### config.mk
export PLATFORM = sky130hd
export DESIGN_NAME = fp_add_align_pipe
export DESIGN_NICKNAME = d
export VERILOG_FILES = /design/src/rtl/fp_add_pkg.sv /design/src/rtl/fp_add_align_shifter.sv /design/src/rtl/fp_add_align_pipe.sv
export SDC_FILE = /design/constraint.sdc
export NUM_CORES = 1
export LEC_CHECK = 0
export ABC_CLOCK_PERIOD_IN_PS = 5000
export CAP_MARGIN = 10
export CORE_UTILIZATION = 28
export CTS_BUF_LIST = sky130_fd_sc_hd__clkbuf_4 sky130_fd_sc_hd__clkbuf_8
export DETAILED_ROUTE_END_ITERATION = 6
export GPL_TIMING_DRIVEN = 0
export PLACE_DENSITY_LB_ADDON = 0.12
export REMOVE_ABC_BUFFERS = 1
export SETUP_SLACK_MARGIN = 0.2
export SLEW_MARGIN = 0
export SYNTH_ARGS = -nofsm -noshare
export SYNTH_HDL_FRONTEND = slang
export SYNTH_SLANG_ARGS = --single-unit
export TNS_END_PERCENT = 10
### constraint.sdc
create_clock -name clk_in -period 5 [get_ports clk_in]
set_input_delay 1 -clock clk_in [delete_from_list [all_inputs] [get_ports clk_in]]
set_output_delay 1 -clock clk_in [all_outputs]
set_load 0.1 [all_outputs]
### src/rtl/fp_add_pkg.sv
// Shared widths and record types for the FP adder alignment front end.
package fp_add_pkg;

  localparam int DATA_W_DEF = 32;
  localparam int EXPO_W_DEF = 8;
  localparam int MENT_W_DEF = 23;
  localparam int GRS_W      = 3;

  typedef struct packed {
    logic sign;
    logic eff_sub;
    logic special;
  } align_flags_t;

  typedef struct packed {
    logic                         sign;
    logic                         eff_sub;
    logic                         special;
    logic [EXPO_W_DEF-1:0]        big_exp;
    logic [MENT_W_DEF:0]          big_mant;
    logic [MENT_W_DEF+GRS_W:0]    small_mant;
  } align_rec_t;

endpackage

### src/rtl/fp_add_align_shifter.sv
// Right shift of the smaller mantissa into a guard/round/sticky-extended
// field; every bit shifted out is folded into the LSB.
module fp_align_shifter
  import fp_add_pkg::*;
#(
  parameter int MANT_W  = MENT_W_DEF + 1,
  parameter int SHAMT_W = EXPO_W_DEF + 1
) (
  input  logic [MANT_W-1:0]       mant_in,
  input  logic [SHAMT_W-1:0]      shamt_in,
  output logic [MANT_W+GRS_W-1:0] mant_out
);
  localparam int OUT_W = MANT_W + GRS_W;

  logic [OUT_W-1:0] ext;
  logic [OUT_W-1:0] shifted;
  logic [OUT_W-1:0] lost_mask;
  logic             sticky;
  logic             full_out;

  assign ext       = {mant_in, {GRS_W{1'b0}}};
  assign full_out  = (32'(shamt_in) >= OUT_W);
  assign shifted   = ext >> shamt_in;
  assign lost_mask = ~({OUT_W{1'b1}} << shamt_in);
  assign sticky    = |(ext & lost_mask);

  always_comb begin
    mant_out = {shifted[OUT_W-1:1], shifted[0] | sticky};
    // Everything falls off the end: only the sticky summary survives.
    if (full_out) mant_out = {{(OUT_W-1){1'b0}}, |ext};
  end

endmodule

### src/rtl/fp_add_align_pipe.sv
// Two-stage operand swap/alignment pipeline for an FP adder with valid/ready.
// Define FP_ALIGN_SPECIAL_EN to flag all-ones exponents on special_out.
module fp_add_align_pipe
  import fp_add_pkg::*;
#(
  parameter int DATA_WIDTH = DATA_W_DEF,
  parameter int EXPO_WIDTH = EXPO_W_DEF,
  parameter int MENT_WIDTH = MENT_W_DEF
) (
  input  logic                        clk_in,
  input  logic                        rst_in,
  input  logic                        valid_in,
  output logic                        ready_in,
  input  logic [DATA_WIDTH-1:0]       floating1_in,
  input  logic [DATA_WIDTH-1:0]       floating2_in,
  input  logic                        op_sub_in,
  output logic                        valid_out,
  input  logic                        ready_out,
  output logic [MENT_WIDTH:0]         big_mant_out,
  output logic [MENT_WIDTH+GRS_W:0]   small_mant_out,
  output logic [EXPO_WIDTH-1:0]       big_exp_out,
  output logic                        sign_out,
  output logic                        eff_sub_out,
  output logic                        special_out
);
  localparam int SM_W = MENT_WIDTH + 1 + GRS_W;

  logic s1_full_q, s1_full_d, s2_full_q, s2_full_d;
  logic in_fire, s1_adv, s2_free;

  assign s2_free   = !s2_full_q || ready_out;
  assign s1_adv    = s1_full_q && s2_free;
  assign ready_in  = !rst_in && (!s1_full_q || s1_adv);
  assign in_fire   = valid_in && ready_in;
  assign s1_full_d = in_fire || (s1_full_q && !s1_adv);
  assign s2_full_d = s1_adv || (s2_full_q && !ready_out);

  logic                  sign_a, sign_b;
  logic [EXPO_WIDTH-1:0] exp_a, exp_b, eexp_a, eexp_b;
  logic [MENT_WIDTH-1:0] frac_a, frac_b;
  logic [MENT_WIDTH:0]   mant_a, mant_b;
  logic [EXPO_WIDTH:0]   diff_raw, diff_neg;
  logic                  a_big;
  logic                  special_in;

  assign {sign_a, exp_a, frac_a} = floating1_in;
  assign {sign_b, exp_b, frac_b} = floating2_in;

  assign eexp_a = (exp_a == '0) ? EXPO_WIDTH'(1) : exp_a;
  assign eexp_b = (exp_b == '0) ? EXPO_WIDTH'(1) : exp_b;
  assign mant_a = {(exp_a != '0), frac_a};
  assign mant_b = {(exp_b != '0), frac_b};

  assign diff_raw = {1'b0, eexp_a} - {1'b0, eexp_b};
  assign diff_neg = {1'b0, eexp_b} - {1'b0, eexp_a};
  // Equal exponents compare with the hidden bit so a subnormal never beats exp=1.
  assign a_big = !diff_raw[EXPO_WIDTH] && ((diff_raw != '0) || (mant_a >= mant_b));

`ifdef FP_ALIGN_SPECIAL_EN
  assign special_in = (&exp_a) || (&exp_b);
`else
  assign special_in = 1'b0;
`endif

  logic [MENT_WIDTH:0]   s1_big_mant_q, s1_big_mant_d;
  logic [MENT_WIDTH:0]   s1_small_mant_q, s1_small_mant_d;
  logic [EXPO_WIDTH-1:0] s1_big_exp_q, s1_big_exp_d;
  logic [EXPO_WIDTH:0]   s1_shamt_q, s1_shamt_d;
  align_flags_t          s1_flags_q, s1_flags_d;

  logic [MENT_WIDTH:0]   s2_big_mant_q, s2_big_mant_d;
  logic [SM_W-1:0]       s2_small_mant_q, s2_small_mant_d;
  logic [EXPO_WIDTH-1:0] s2_big_exp_q, s2_big_exp_d;
  align_flags_t          s2_flags_q, s2_flags_d;

  logic [SM_W-1:0]       aligned_small;

  fp_align_shifter #(
    .MANT_W  (MENT_WIDTH + 1),
    .SHAMT_W (EXPO_WIDTH + 1)
  ) u_shifter (
    .mant_in  (s1_small_mant_q),
    .shamt_in (s1_shamt_q),
    .mant_out (aligned_small)
  );

  always_comb begin
    s1_big_mant_d   = s1_big_mant_q;
    s1_small_mant_d = s1_small_mant_q;
    s1_big_exp_d    = s1_big_exp_q;
    s1_shamt_d      = s1_shamt_q;
    s1_flags_d      = s1_flags_q;
    s2_big_mant_d   = s2_big_mant_q;
    s2_small_mant_d = s2_small_mant_q;
    s2_big_exp_d    = s2_big_exp_q;
    s2_flags_d      = s2_flags_q;
    if (in_fire) begin
      s1_big_mant_d      = a_big ? mant_a : mant_b;
      s1_small_mant_d    = a_big ? mant_b : mant_a;
      s1_big_exp_d       = a_big ? eexp_a : eexp_b;
      s1_shamt_d         = a_big ? diff_raw : diff_neg;
      s1_flags_d.sign    = a_big ? sign_a : (sign_b ^ op_sub_in);
      s1_flags_d.eff_sub = sign_a ^ sign_b ^ op_sub_in;
      s1_flags_d.special = special_in;
    end
    if (s1_adv) begin
      s2_big_mant_d   = s1_big_mant_q;
      s2_small_mant_d = aligned_small;
      s2_big_exp_d    = s1_big_exp_q;
      s2_flags_d      = s1_flags_q;
    end
  end

  always_ff @(posedge clk_in or posedge rst_in) begin
    if (rst_in) begin
      s1_full_q       <= 1'b0;
      s2_full_q       <= 1'b0;
      s1_big_mant_q   <= '0;
      s1_small_mant_q <= '0;
      s1_big_exp_q    <= '0;
      s1_shamt_q      <= '0;
      s1_flags_q      <= '0;
      s2_big_mant_q   <= '0;
      s2_small_mant_q <= '0;
      s2_big_exp_q    <= '0;
      s2_flags_q      <= '0;
    end else begin
      s1_full_q       <= s1_full_d;
      s2_full_q       <= s2_full_d;
      s1_big_mant_q   <= s1_big_mant_d;
      s1_small_mant_q <= s1_small_mant_d;
      s1_big_exp_q    <= s1_big_exp_d;
      s1_shamt_q      <= s1_shamt_d;
      s1_flags_q      <= s1_flags_d;
      s2_big_mant_q   <= s2_big_mant_d;
      s2_small_mant_q <= s2_small_mant_d;
      s2_big_exp_q    <= s2_big_exp_d;
      s2_flags_q      <= s2_flags_d;
    end
  end

  assign valid_out      = s2_full_q;
  assign big_mant_out   = s2_big_mant_q;
  assign small_mant_out = s2_small_mant_q;
  assign big_exp_out    = s2_big_exp_q;
  assign sign_out       = s2_flags_q.sign;
  assign eff_sub_out    = s2_flags_q.eff_sub;
  assign special_out    = s2_flags_q.special;

endmodule

# Word-level counts from Yosys, hierarchy flattened
# Index checks and enable logic that the tools add are counted.
[word_totals] reg_bits=130 input_bits=69 output_inout_bits=64 word_cells=57
[classes] add_sub_neg=2 magnitude_cmp=2 shift=2 n_mux=8 n_bitwise=6 reduce_logical=24
[ops] op="2-to-1 mux 24 bit" count=2
[ops] op="AND 27 bit" count=1
[ops] op="2-to-1 mux 27 bit" count=1
[ops] op="NOT 27 bit" count=1
[ops] op="OR reduction 27 bit" count=1
[ops] op="<< shifter 27 x 9 -> 27 bit, first input constant" count=1
[ops] op="right shift 27 x 9 -> 27 bit" count=1
[ops] op="greater-or-equal comparator 24 bit" count=1
[ops] op="2-to-1 mux 8 bit" count=3
[ops] op="OR reduction 24 bit" count=1
[ops] op="subtractor 8 x 8 -> 9 bit" count=2
[ops] op="logical NOT 8 bit" count=2
[ops] op="nonzero test 8 bit" count=2
[ops] op="greater-or-equal comparator 9 x 5 -> 1 bit, second input constant" count=1
[ops] op="2-to-1 mux 9 bit" count=1
[ops] op="nonzero test 9 bit" count=1
[ops] op="logical AND 1 bit" count=6
[ops] op="logical NOT 1 bit" count=6
[ops] op="logical OR 1 bit" count=5
[ops] op="XOR 1 bit" count=3
[ops] op="2-to-1 mux 1 bit" count=1
[ops] op="bitwise OR 1 bit" count=1

# Depth between registers and ports, before layout
[logic_depth] ltp_word=7 mapped_depth=15

# Cells and area by module
# From an unflattened synthesis, not the netlist that was laid out.
[hier_totals] cells_unflattened=962 hier_area_um2=8872.3
[by_module_without_submodules] module="fp_add_align_pipe" instances=1 cells_each=672 area_each_um2=6994.2 seq_area_each_um2=3253.1
[by_module_without_submodules] module="fp_align_shifter" instances=1 cells_each=290 area_each_um2=1878.1 seq_area_each_um2=0.0

# Worst setup path after synthesis
# Ideal clock, no wire load.
[synth_timing] kind="input -> register" start="input floating1_in[24]" end="register s1_shamt_q[3]" setup_time_ps=82 arrival_ps=3801 required_time_ps=4918 slack_ps=1117 stages=13 path_cell_list="nor4_1 nand2_1 nand2b_1 inv_1 ha_1 fa_1 nand2b_1 a21oi_1 xnor2_1 o2111ai_2 or4_1 a31o_1 a31oi_1"
[synth_between] elab_chain_cells=7 elab_cells_between_ends=11 cone_classes="2 x add/sub; 1 x order compare; 2 x mux; 6 x reduce/logical"
[synth_lines] element="from (decl)" line_no="fp_add_align_pipe.sv:14" source="input logic [DATA_WIDTH-1:0] floating1_in,"
[synth_lines] element="logical NOT 8 bit" line_no="fp_add_align_pipe.sv:49" source="assign eexp_a = (exp_a == '0) ? EXPO_WIDTH'(1) : exp_a;"
[synth_lines] element="2-to-1 mux 8 bit" line_no="fp_add_align_pipe.sv:49"
[synth_lines] element="subtractor 8 x 8 -> 9 bit" line_no="fp_add_align_pipe.sv:54" source="assign diff_raw = {1'b0, eexp_a} - {1'b0, eexp_b};"
[synth_lines] element="nonzero test 9 bit" line_no="fp_add_align_pipe.sv:57" source="assign a_big = !diff_raw[EXPO_WIDTH] && ((diff_raw != '0) || (mant_a >= mant_b));"
[synth_lines] element="logical OR 1 bit" line_no="fp_add_align_pipe.sv:57"
[synth_lines] element="logical AND 1 bit" line_no="fp_add_align_pipe.sv:57"
[synth_lines] element="2-to-1 mux 9 bit *" line_no="fp_add_align_pipe.sv:101" source="s1_shamt_d = a_big ? diff_raw : diff_neg;"
[synth_lines] element="to (signal assigned)" line_no="fp_add_align_pipe.sv:133" source="s1_shamt_q <= s1_shamt_d;"
[synth_lines] element="to (decl)" line_no="fp_add_align_pipe.sv:68" source="logic [EXPO_WIDTH:0] s1_shamt_q, s1_shamt_d;"
# Mark *: on every way between the ends. The rest lies on a longest branch, timed or not.
# A chain may end at the register's enable or synchronous reset.

# Final worst setup path
[layout_timing] start="input floating1_in[28]" end="register s1_shamt_q[8]"
# The elaborated chain is that of the path after synthesis.

==> impl_metrics.yaml <==
synth:
  synthMuxAreaShare_pct: 11.19
  synth_top_family_by_area: "compound AO/OA/AOI/OAI gates"
  synth_adder_area_share_pct: 6.126
  ys_warn_count: 0
  ys.flop_type: "dfrtp_1"
  synth_edf_count: 0
  synthSimpleGateAreaFrac_pct: 16.14
  synth_compound_area_share_pct: 22.32
  syn_inst: 1010
  synth_xor_area_share_pct: 0.5956
  mappedNetlistArea_mm2: 0.008823
  synth-seq-cells: 130
  synth-seq-area-share_pct: 36.87
  synthArstFlopShare_pct: 100.0
  syn_avg_cell_area_um2: 8.736
  ys_types: 67
cells_and_area:
  final_cell_mix: "clkdlybuf4s50_1, dfrtp_1, o21ai_0"
  design_area_mm2: 0.01098
  drive_above_1_share_pct: 11.11
  utilization_pct: 35.63
  fin_cells: 1494
  antennaDiodeCount: 0
  nNetsFinal: 1196
  area_growth_pct: 24.49
  layout_commonest_cell: "clkdlybuf4s50_1"
sta:
  setup_viol: 0
  clock.fmax_mhz: 214.9
  skew_ps: 18.33
  final_hold_viol_count: 0
  fin_crit_ps: 4654
  rsz0062_at_grt: "yes"
  slew_viol_final: 0
  fin_crit_sh_pct: 93.08
  tightest_slew_ps: 1176
  relSlewSlack_pct: 21.58
  setup_ws_ps: 346.2
route:
  ant_nets: 0
  drc: 11
  routed_wl_mm: 28.09
  via_count: 7896
  via_per_inst: 5.285
  drt_iter0_drc: 484
  wl_per_cell_um: 18.80
  first_pass_iters: 6
placement:
  post-place-ws_ps: -684.0
  place_hpwl_mm: 19.62
  place.gp.congestion: 0.8291
  place_inst: 1458
  numPortBuffers: 131
  placed_area_mm2: 0.01051
setup_path:
  cp.buffers_inverters: 2
  crit_slowest_cell: "a221oi_1"
  critical-path-top-delay-family: "compound AO/OA/AOI/OAI gates"
  worstPathRequired_ps: 5400
  crit_type: "in -> reg"
  arrival_ps: 5050
  r2r_end: "small_mant_out[0]$_DFFE_PP0P_"
  worst_path_most_repeated_cell: "nand2b_1"
  worstRegToRegCells: 6
  r2r_slack_ps: 1070
  worstSetupEndpointType: "flop"
  crit_chain: "clkdlybuf4s50_1, nor4_2, nand2_1, nand2b_1, inv_1, ha_1, fa_1, nand2b_1, a211o_1, a21oi_1, o2111ai_4, a221oi_1, mux2_2"
  crit_fanout: 11
  r2r-start: "s1_shamt_q[2]$_DFFE_PP0P_"
  crit_path_start_kind: "input port"
  slowest_delay_ps: 520
min_path:
  min_to: "small_mant_out[13]$_DFFE_PP0P_"
  hold_depth: 2
  min-delay-path-class: "reg -> reg"
  hp-start: "small_mant_out[13]$_DFFE_PP0P_"
grt:
  grt_max_degree: 86
  grt.total_usage_pct: 17.83
  grt_pass1_vias: 7981
  grt_pass1_wl_mm: 45.66
  antenna_found_initial: 0
  grt-ovfl-total: 0
clock_tree:
  clkTransAtPathRegs_ps: 80
  root_buffer: "clkbuf_8"
  cts_tree: "yes"
  clock_latency_ps: 460
  numCtsBuffers: 17
  clk_path_buf_depth: 2
  clkSinkCount: 130
  htree_levels: 4
  holdBufCountCts: 0
pwr:
  leakagePower_uw: 0.004359
  p_per_area_mw_per_mm2: 418.2
  irDropWorstVdd_v: 0.0002251
floorplanning:
  die_area_mm2: 0.03223
  initial_core_util_pct: 28.62
  boundaryPins: 133
  num_rows: 64
  die_w_um: 179.5
  die_y_um: 179.5
  core_mm2: 0.03083
flow_run:
  maxCapViolations: 0
outcome:
  status: "finished, violations left"
  violations: "design-rule violations"
## flip-flops by register name, summed over array words and instances (netlist names)
signal and count:
s1_full_q 1, big_mant_out 24, small_mant_out 27, s1_flags_q 2, eff_sub_out 1, s1_shamt_q 9
big_exp_out 8, s1_big_exp_q 8, valid_out 1, s1_small_mant_q 24, s1_big_mant_q 24, sign_out 1
## cell type report
cell class / instances / area [um^2]
clock buffer: 18 / 241.5
clock inverter: 14 / 178.9
fill: 3190 / 19850
inverter: 55 / 211.5
multi-input combinational: 734 / 5035
sequential: 130 / 3256
tap: 396 / 495.5
timing repair buffer: 147 / 1567
## through the flow
step	hold slack [ps]	total power [uW]	TNS [ps]
2_1_floorplan	444.6	2999	-9523
3_3_place_gp	464.8	3603	-404800
3_5_place_dp	468.8	3622	-31320
4_1_cts	486.1	4643	0
5_1_grt	505.3	4848	0
6_report	477.5	4593	0
## synthesized netlist by cell type (14+ instances only)
library cell  instances  area [um^2]
a21oi_1              48        240.2
a22o_1               14        122.6
a31oi_1              61        381.6
clkbuf_1             76        285.3
dfrtp_1             130         3253
ha_1                 40        500.5
inv_1                52        195.2
mux2_2               37        416.7
mux2i_1              21        210.2
mux4_2               16        360.4
nand2_1              56        210.2
nand3_1              81        405.4
nor2_1               97        364.1
nor3_1               15        75.07
o21ai_0              99        495.5
## timing repair
item | 4_1_cts | 5_1_grt
buffers inserted | 3 | 1
resized for setup | 1 | 4
endpoints found under the setup margin | 63 | 64
pin swaps | 1 | 2
## power breakdown
group,switching (uW),internal (uW)
registers,279,1260
logic,1400,659
clock network,490,506
## metal layers
metal	vias up	global-route usage [%]	wire length, um
li1	3849	-	-
met1	3866	23.77	13220
met2	160	29.84	13470
met3	21	2.978	1019
met4	0	4.690	389
met5	-	0	0
## worst reg2reg max path, cell delays in order (launching register included)
cell and delay (ps):
dfrtp_1 1120, clkinv_1 1030, o211a_1 430, mux2i_1 400, o2111ai_1 210, a2111oi_0 470, o31ai_1 120
## cell families (layout without fill, tap and decap cells)
| logic type | Yosys count | count (layout) |
|---|---|---|
| AOI/OAI and AO/OA | 307 | 307 |
| xor gates and xnor gates | 6 | 6 |
| adders and majority gates | 42 | 42 |
| buffers and inverters | 146 | 234 |
| DFF | 130 | 130 |
| muxes | 74 | 74 |
| other | 1 | 1 |
| and+or+nand+nor | 304 | 304 |
## worst max-delay path by stage
| stage | cells past startpoint | slack, ps | start | to |
|---|---|---|---|---|
| after floorplan | 6 | -450 | ready_out | s1_shamt_q[2]$_DFFE_PP0P_ |
| after global placement | 12 | -2710 | floating2_in[30] | s1_shamt_q[1]$_DFFE_PP0P_ |
| after detailed placement | 16 | -680 | floating1_in[30] | s1_big_exp_q[3]$_DFFE_PP0P_ |
| after CTS | 14 | 240 | floating1_in[28] | s1_shamt_q[8]$_DFFE_PP0P_ |
| after global routing | 14 | 110 | floating1_in[24] | s1_shamt_q[8]$_DFFE_PP0P_ |
| final | 13 | 350 | floating1_in[28] | s1_shamt_q[8]$_DFFE_PP0P_ |
No activity file was read; power rests on OpenSTA's default activity.
